`src/rtl/int_to_float_lzc_pipe.sv`:
```
// Two-stage pipelined priority encoder / leading-zero counter for int-to-float normalisation.
// Latency: a word presented with in_valid & in_ready is on the outputs 2 cycles later; 1 word/cycle.
// Backpressure: valid/ready; absorbs 2 words while out_ready=0, and in_ready follows out_ready combinationally.
//
// Ports:
//   clock, reset_n            clock and asynchronous active-low reset
//   in_valid/in_ready/in_data input handshake and word to encode
//   out_valid/out_ready       output handshake
//   out_data                  registered copy of the accepted word
//   out_q                     index of the winning set bit (highest, or lowest when LSB_PRIORITY=1)
//   out_lzc                   zeros before the winning bit (trailing zeros in LSB mode), WIDTH when all-zero
//   out_zero                  accepted word was all zeros
module int_to_float_lzc_pipe #(
  parameter int WIDTH        = 32,
  parameter int GROUP        = 8,
  parameter int LSB_PRIORITY = 0,
  localparam int WIDTHAD     = $clog2(WIDTH)
) (
  input  logic               clock,
  input  logic               reset_n,
  input  logic               in_valid,
  output logic               in_ready,
  input  logic [WIDTH-1:0]   in_data,
  output logic               out_valid,
  input  logic               out_ready,
  output logic [WIDTH-1:0]   out_data,
  output logic [WIDTHAD-1:0] out_q,
  output logic [WIDTHAD:0]   out_lzc,
  output logic               out_zero
);

  localparam int NG = WIDTH / GROUP;
  localparam int GW = $clog2(GROUP);

  // Stage-1 combinational: per-group nonzero flag and local winner index.
  logic [NG-1:0] grp_nz;
  logic [GW-1:0] grp_loc [NG];

  always_comb begin : grp_enc
    logic hit;
    for (int g = 0; g < NG; g++) begin
      hit        = 1'b0;
      grp_loc[g] = '0;
      for (int b = 0; b < GROUP; b++) begin
        if (in_data[g*GROUP + b]) begin
          // Ascending scan: MSB mode keeps overwriting (last set bit wins),
          // LSB mode keeps the first set bit found.
          if (LSB_PRIORITY == 0 || !hit) grp_loc[g] = GW'(b);
          hit = 1'b1;
        end
      end
      grp_nz[g] = hit;
    end
  end

  // Stage-1 registers.
  logic          s1_valid;
  logic [WIDTH-1:0] s1_data;
  logic [NG-1:0] s1_nz;
  logic [GW-1:0] s1_loc [NG];

  // Stage-2 combinational: pick the winning group and form index / count.
  logic [WIDTHAD-1:0] sel_q;
  logic [WIDTHAD:0]   sel_lzc;
  logic               sel_hit;

  always_comb begin
    sel_hit = 1'b0;
    sel_q   = '0;
    for (int g = 0; g < NG; g++) begin
      if (s1_nz[g] && (LSB_PRIORITY == 0 || !sel_hit)) begin
        // Group base is a multiple of GROUP, so this is {group index, local index}.
        sel_q   = WIDTHAD'(g*GROUP + int'(s1_loc[g]));
        sel_hit = 1'b1;
      end
    end
    if (!sel_hit)
      sel_lzc = (WIDTHAD+1)'(WIDTH);
    else if (LSB_PRIORITY != 0)
      sel_lzc = {1'b0, sel_q};
    else
      sel_lzc = (WIDTHAD+1)'(WIDTH-1) - {1'b0, sel_q};
  end

  // Flow control: s1 advances whenever the output slot is free or being drained.
  logic s1_adv;
  logic in_fire;

  assign s1_adv   = !out_valid || out_ready;
  assign in_ready = !s1_valid || s1_adv;
  assign in_fire  = in_valid && in_ready;

  always_ff @(posedge clock or negedge reset_n) begin
    if (!reset_n) begin
      s1_valid  <= 1'b0;
      out_valid <= 1'b0;
      out_data  <= '0;
      out_q     <= '0;
      out_lzc   <= '0;
      out_zero  <= 1'b0;
    end else begin
      if (in_fire)
        s1_valid <= 1'b1;
      else if (s1_adv)
        s1_valid <= 1'b0;

      if (s1_adv) begin
        out_valid <= s1_valid;
        // Result registers only move on a real word, so bubbles never
        // expose un-reset stage-1 contents.
        if (s1_valid) begin
          out_data <= s1_data;
          out_q    <= sel_q;
          out_lzc  <= sel_lzc;
          out_zero <= !sel_hit;
        end
      end
    end
  end

  // Stage-1 data path is deliberately not reset; s1_valid qualifies it.
  always_ff @(posedge clock) begin
    if (in_fire) begin
      s1_data <= in_data;
      s1_nz   <= grp_nz;
      s1_loc  <= grp_loc;
    end
  end

endmodule
```
`config.mk`:
```
export PLATFORM = sky130hd
export DESIGN_NAME = int_to_float_lzc_pipe
export DESIGN_NICKNAME = d
export VERILOG_FILES = /design/src/rtl/int_to_float_lzc_pipe.sv
export SDC_FILE = /design/constraint.sdc
export NUM_CORES = 1
export LEC_CHECK = 0
export ABC_AREA = 1
export ABC_CLOCK_PERIOD_IN_PS = 3000
export CORE_ASPECT_RATIO = 0.8
export CORE_UTILIZATION = 45
export CTS_CLUSTER_DIAMETER = 200
export DETAILED_ROUTE_END_ITERATION = 6
export GPL_TIMING_DRIVEN = 0
export PLACE_DENSITY = 0.76
export SYNTH_ARGS = -nofsm -noshare
export SYNTH_HDL_FRONTEND = slang
export SYNTH_SLANG_ARGS = --single-unit
```
`constraint.sdc`:
```
create_clock -name clock -period 3 [get_ports clock]
set_input_delay 0.6 -clock clock [delete_from_list [all_inputs] [get_ports clock]]
set_output_delay 0.6 -clock clock [all_outputs]
set_load 0.01 [all_outputs]
```
==> results.txt, run 1 <==
----------------------------------------------------
[Status]
  Result of the run ... finished clean

[Detailed routing]
  Violation count after the first detailed-route iteration ... 91
  Number of routed nets with antenna violations ... 0
  Vias ... 2583
  Total routed wirelength ... 7140 microns
  Mean number of vias per cell ... 4.65
  First-pass iteration count of the detailed router ... 4
  DRC violations left ... 0
  Routed wirelength normalized by instance count ... 12.9 microns

[Floorplanning]
  Y dimension of the die ... 82.4 microns
  Effective utilization at floorplan ... 47.8%
  Number of rows in the core area ... 28
  Die outline area ... 0.00844 sq mm
  CORE AREA ... 0.00760 sq mm
  Number of placed I/O pins ... 82
  Die Wd ... 102 microns

[Logic synthesis]
  Synth Net Count ... 387
  Adder-cell share of the synthesized area ... 0%
  Post-synth cell types ... 19
  Primary flip-flop cell chosen by synthesis mapping ... sky130_fd_sc_hd__edfxtp_1
  Post-synth EDFFs ... 48
  Synth async-reset ratio ... 48.4%
  Dominant combinational cell family by area after synthesis ... simple AND/OR/NAND/NOR gates
  Synthesized flop and latch total ... 93
  Most area-hungry cell type in the Yosys netlist ... sky130_fd_sc_hd__edfxtp_1
  Leading post-synthesis cells by cell area ... sky130_fd_sc_hd__edfxtp_1 40%, sky130_fd_sc_hd__dfrtp_1 31%, sky130_fd_sc_hd__nand2_1 17%, sky130_fd_sc_hd__inv_1 4.2%, sky130_fd_sc_hd__nand3_1 2.3%
  Post-synth top cells ... 163 x sky130_fd_sc_hd__nand2_1, 48 x sky130_fd_sc_hd__edfxtp_1, 45 x sky130_fd_sc_hd__dfrtp_1
  Number of warnings issued by yosys ... 0
  Most used standard cell by instance count after synthesis ... sky130_fd_sc_hd__nand2_1
  Post-Syn Area per Cell ... 10.4 sq um
  Area share of xor/xnor cells in the synthesized design ... 0%
  Cells after Synth ... 351
  Sequential cell area fraction in the yosys report ... 70.6%
  Fraction of the mapped netlist area in simple logic gates ... 22.0%
  Compound-gate portion of the synthesized area ... 1.31%
  Area share of the leading cell type in the synthesized netlist ... 39.7%
  Mux contribution to synthesized area ... 0%
  Synthesized cell area ... 0.00363 sq mm

[Clocking]
  H-Tree Depth ... 3
  CTS tree ... done
  Total CTS buffers ... 9
  Library cell used as clock root buffer ... sky130_fd_sc_hd__clkbuf_8
  Number of clock sinks ... 93
  Post-CTS repair timing setup buffer count ... 0
  Clk buf depth ... 2
  Worst-skew pair later-pin latency ... 0.35 ns
  Post-cts hold buffer count ... 0
  Cts repair resizes ... 0
  Reg clk slew, reported paths ... 0.09 ns

[Global route]
  GRT Overall Usage ... 18.7%
  Pin count of the biggest net entering global routing ... 31
  Global-route wire length before repair ... 11600 microns
  Number of antenna violations at the first check in global routing ... 0
  Number of global-route vias before repair ... 2482
  Overflow after GRT ... 0

[Place]
  Total placed cells including tap cells ... 539
  DP HPWL ... 5170 microns
  IO buf count ... 81
  Pre-CTS setup slack ... 0.611 ns
  GPL Wtd Cong ... 0.814
  Post-DP Area ... 0.00461 sq mm

[Layout]
  Area of all placed cells without fillers ... 0.00483 sq mm
  # diodes ... 0
  Count of non-filler cells in the finished layout ... 555
  Final net count ... 481
  Fillcell total ... 649
  Share of layout cells above drive strength 1 ... 7.56%
  Synthesis-to-finish area growth ... 32.9%

[Pwr]
  Standby leakage power ... 0.00222 uW
  Largest vdd supply drop ... 393 uV
  PwrDens ... 683 mW/mm^2

[Timing]
  Count of endpoints failing hold in the final timing report ... 0
  Layout Skew ... 0.00649 ns
  Final Worst Setup Slack ... 0.618 ns
  Worst-Margin Slew ... 0.482 ns
  Post-layout min period ... 2.38 ns
  Number of max-slew violations in the final report ... 0
  Final Setup Violations ... 0
  Max Freq ... 0.420 GHz
  Final worst-path cycle share ... 79.4%
  Worst rel slew slack ... 67.8%
  Unrepaired setup endpoints after global routing ... no

[Min path]
  Hold crit path type ... in -> async

[Setup path]
  Required time at the endpoint of the critical path ... 2.40 ns
  Startpoint class of the critical path ... primary input
  CP Class ... in -> out
  Arrival time of data at the critical path endpoint ... 1.78 ns
  Nature of the critical path endpoint ... output port
  Highest net fanout along the worst path ... 3

[Flow run]
  Maximum Capacitance Violations ... 0

----------------------------------------------------
-- layout by cell type (no fill, tap or decap), drive strengths merged, types with 4 or more instances in the layout --
cell type / instances
nand3: 17
o21bai: 4
clkdlybuf4s50: 80
inv: 44
nand2: 165
nor3: 8
nor2: 9
dfrtp: 45
edfxtp: 48
buf: 12
clkbuf: 12
-- cell families (layout without fill, tap and decap cells) --
logic type / Yosys count / after routing
AO/OA/AOI/OAI: 7 / 7
buffers and inverters: 52 / 151
flip-flops: 93 / 93
AND/OR/NAND/NOR: 199 / 199
-- worst max-delay path: stages --
cell and delay [ns]:
sky130_fd_sc_hd__clkdlybuf4s50_1 0.47, sky130_fd_sc_hd__inv_2 0.04, sky130_fd_sc_hd__nand3_1 0.10, sky130_fd_sc_hd__clkdlybuf4s50_1 0.56
-- area by class of cell --
class	instances	area [sq um]	share of cell area, %
Buffer	9	60.1	1.24
Clock buffer	12	166	3.44
Clock inverter	4	52.6	1.09
Inverter	43	161	3.34
Multi-Input combinational cell	206	846	17.5
Sequential cell	93	2570	53.1
Tap cell	105	131	2.72
Timing Repair Buffer	83	846	17.5
-- layer usage --
metal | wire, microns | GRT usage (%) | vias up
met5 | 0 | 0 | -
met3 | 374 | 5.13 | 6
met1 | 3280 | 23.9 | 1220
met2 | 3430 | 31.6 | 74
li1 | - | - | 1283
met4 | 59 | 5.00 | 0
-- where the power goes --
part           internal (uW)  switching, uW  total (uW)
clock network            463            426         888
logic                    408            362         770
registers               1550           96.9        1640
-- registers in the layout, summed over array words and instances, names as in the netlist --
name and flops:
out_q 5, s1_data 32, s1_loc 12, out_valid 1, out_lzc 6, s1_nz 4, s1_valid 1, out_data 32
-- per-stage QoR --
stage               TNS [ns]  hold slack [ns]  total power, uW  utilization, %
global route               0            0.190             3470            63.5
detailed placement         0            0.426             2450            60.7
finish                     0            0.176             3300            63.5
floorplan                  0            0.304             1980               -
CTS                        0            0.179             3340            63.5
global placement      -0.864            0.421             2420            60.2
-- worst paths after layout --
path	startpoint	end	slack [ns]	depth (start not counted)
setup / recovery	out_ready	in_ready	0.62	4
hold / removal	reset_n	out_data[30]	0.18	1
setup reg to reg	s1_valid	s1_loc[9]	1.41	4
hold reg to reg	s1_data[17]	out_data[17]	0.44	2
max in group asynchronous	reset_n	out_data[22]	2.34	2
min in group clock	s1_data[17]	out_data[17]	0.44	2
Power figures use the tool's default switching activity.
==> run 2: changes to the inputs <==
ABC_CLOCK_PERIOD_IN_PS = 2100   (was 3000)
PLACE_DENSITY = 0.79   (was 0.76)
clock period = 2.1 ns   (was 3 ns; I/O delays follow)
==> results.txt, run 2 (synthesis results as in run 1) <==
----------------------------------------------------
[Status]
  Result of the run ... finished clean

[Clocking]
  Worst-skew pair later-pin latency ... 0.36 ns (about the same)
  Total CTS buffers ... 9 (unchanged)
  Clk buf depth ... 2 (unchanged)
  H-Tree Depth ... 3 (unchanged)
  Post-CTS repair timing setup buffer count ... 0 (unchanged)
  Number of clock sinks ... 93 (unchanged)
  Library cell used as clock root buffer ... sky130_fd_sc_hd__clkbuf_8
  Reg clk slew, reported paths ... 0.08 ns (about the same)
  CTS tree ... done

[Pwr]
  Cell Int Power ... 3460 uW (+43%)
  Largest vdd supply drop ... 389 uV (-0.88%)
  Standby leakage power ... 0.00221 uW (-0.26%)
  Switching share of power ... 26.3% (-0.46 points)
  Clock power share ... 26.7% (-0.2 points)
  Net switching power ... 1240 uW (+40%)
  Combinational cell fraction of total power ... 23.3% (about the same)
  PwrDens ... 974 mW/mm^2 (+42%)
  Sequential cell fraction of total power ... 50.0% (+0.2 points)

[Timing]
  Final Setup Violations ... 0 (unchanged)
  Max Freq ... 0.497 GHz
  Unrepaired setup endpoints after global routing ... no
  Layout Skew ... 0.0104 ns (+0.00395 ns)
  Post-layout min period ... 2.01 ns
  Final worst-path cycle share ... 95.9%
  Worst rel slew slack ... 65.9% (-1.9 points)
  Number of max-slew violations in the final report ... 0 (unchanged)
  Count of endpoints failing hold in the final timing report ... 0 (unchanged)
  Worst-Margin Slew ... 0.511 ns (+0.0288 ns)

[Layout]
  Commonest non-fill, non-tap cell in the layout ... sky130_fd_sc_hd__nand2_1
  Fillcell total ... 649 (unchanged)
  Share of layout cells above drive strength 1 ... 6.87% (-0.68 points)
  Largest registers in the final layout ... out_data: 32 flops, s1_data: 32 flops, s1_loc: 12 flops
  # diodes ... 0 (unchanged)
  Area of all placed cells without fillers ... 0.00483 sq mm (about the same)
  Commonest cells after routing, fill and taps aside ... 163 x sky130_fd_sc_hd__nand2_1, 80 x sky130_fd_sc_hd__clkdlybuf4s50_1, 48 x sky130_fd_sc_hd__edfxtp_1
  Final Core Density ... 63.5% (about the same)
  Synthesis-to-finish area growth ... 32.9% (about the same)
  Final net count ... 482 (+0.21%)

[Global route]
  Global-route wire length before repair ... 11500 microns (-0.35%)
  GRT Overall Usage ... 18.9% (+0.21 points)
  Pin count of the biggest net entering global routing ... 31 (unchanged)
  Number of global-route vias before repair ... 2502 (+0.81%)
  Number of antenna violations at the first check in global routing ... 0 (unchanged)
  Overflow after GRT ... 0 (unchanged)

[Detailed routing]
  Vias ... 2563 (-0.77%)
  First-pass iteration count of the detailed router ... 4 (unchanged)
  Total routed wirelength ... 7070 microns (-0.94%)
  Number of routed nets with antenna violations ... 0 (unchanged)
  Routed wirelength normalized by instance count ... 12.7 microns (-1.1%)
  DRC violations left ... 0 (unchanged)
  Mean number of vias per cell ... 4.61 (-0.95%)
  Violation count after the first detailed-route iteration ... 105 (+15%)

[Floorplanning]
  Number of placed I/O pins ... 82 (unchanged)
  CORE AREA ... 0.00760 sq mm (unchanged)
  Number of rows in the core area ... 28 (unchanged)
  Y dimension of the die ... 82.4 microns (unchanged)
  Effective utilization at floorplan ... 47.8% (unchanged)
  Die Wd ... 102 microns (unchanged)
  Die outline area ... 0.00844 sq mm (unchanged)

[Min path]
  Worst hold path endpoint ... out_data[19]
  Hold crit path type ... reg -> reg
  Hold Path Stages ... 2
  Startpoint of the most critical hold path ... s1_data[19]

[Setup path]
  Arrival time of data at the critical path endpoint ... 1.59 ns (-0.19 ns)
  Startpoint of the most critical register-to-register path ... s1_valid
  Setup slack on the worst flop-to-flop path ... 0.50 ns (-0.91 ns)
  CP Class ... in -> out
  Required time at the endpoint of the critical path ... 1.68 ns (-0.72 ns)
  Highest net fanout along the worst path ... 3 (unchanged)
  Worst Reg-to-Reg Cells ... 4 (unchanged)
  Worst flop-to-flop path endpoint ... s1_nz[1]
  Startpoint class of the critical path ... primary input
  Nature of the critical path endpoint ... output port

[Flow run]
  Maximum Capacitance Violations ... 0 (unchanged)

[Place]
  IO buf count ... 81 (unchanged)
  Post-DP Area ... 0.00461 sq mm (unchanged)
  GPL Wtd Cong ... 0.828 (+1.7%)
  DP HPWL ... 5180 microns (+0.17%)

----------------------------------------------------
==> run 2: changes by cell type in the layout (fill, tap and decap cells not counted), sizes merged <==
cell	previous run	this run
bufinv	1	2
dlygate4sd3	0	1
inv	44	43
==> run 2: per-stage QoR <==
stage | total power, uW | setup WS (ns) | hold slack, ns | setup TNS [ns] | cells
finish | 4700 | 0.0865 | 0.441 | 0 | 556
detailed placement | 3490 | -0.0326 | 0.372 | -0.828 | 539
CTS | 4750 | 0.0866 | 0.444 | 0 | 556
global placement | 3450 | -0.723 | 0.422 | -60.86 | 537
global route | 4950 | 0.0315 | 0.470 | 0 | 556
floorplan | 2830 | 0.0596 | 0.124 | 0 | 351
==> run 2: area by class of cell <==
class	instances	area (sq um)	area share, %
buffer	9	60.1	1.24
clock buffer	12	135	2.80
clock inverter	4	72.6	1.50
inverter	43	161	3.34
multi-input combinational	206	846	17.5
sequential	93	2570	53.2
tap	105	131	2.72
timing repair buffer	84	856	17.7
==> run 2: power by group through the flow <==
stage	sequential [uW]	combinational, uW	clock (uW)
detailed placement	2390	1100	0
global placement	2390	1060	0
floorplan	2480	352	0
finish	2350	1090	1260
global route	2380	1210	1360
CTS	2350	1110	1290
==> run 2: repair_timing <==
item                                   in CTS  in global routing
endpoints found under the hold margin      15                  0
gates resized for setup                     0                  0
hold buffers                                1                  0
==> run 2: worst max-delay path by stage <==
stage | slack, ns | depth (start not counted) | end | from
6_report | 0.09 | 4 | in_ready | out_ready
5_1_grt | 0.03 | 4 | in_ready | out_ready
4_1_cts | 0.09 | 4 | in_ready | out_ready
3_5_place_dp | -0.03 | 6 | s1_data[7] | out_ready
3_3_place_gp | -0.72 | 5 | s1_data[0] | out_ready
2_1_floorplan | 0.06 | 3 | s1_data[0] | out_valid
==> run 2: layer usage <==
metal  wire length [microns]  GRT usage [%]  vias up
li1                        -              -     1288
met1                    3280           24.7     1190
met2                    3300           30.3       75
met3                     417           5.39       10
met4                      76           7.00        0
met5                       0              0        -
==> run 2: worst max-delay path, cell delays in order <==
cell	delay [ns]
sky130_fd_sc_hd__clkdlybuf4s50_1	0.47
sky130_fd_sc_hd__inv_2	0.05
sky130_fd_sc_hd__nand3_1	0.10
sky130_fd_sc_hd__clkdlybuf4s50_1	0.55
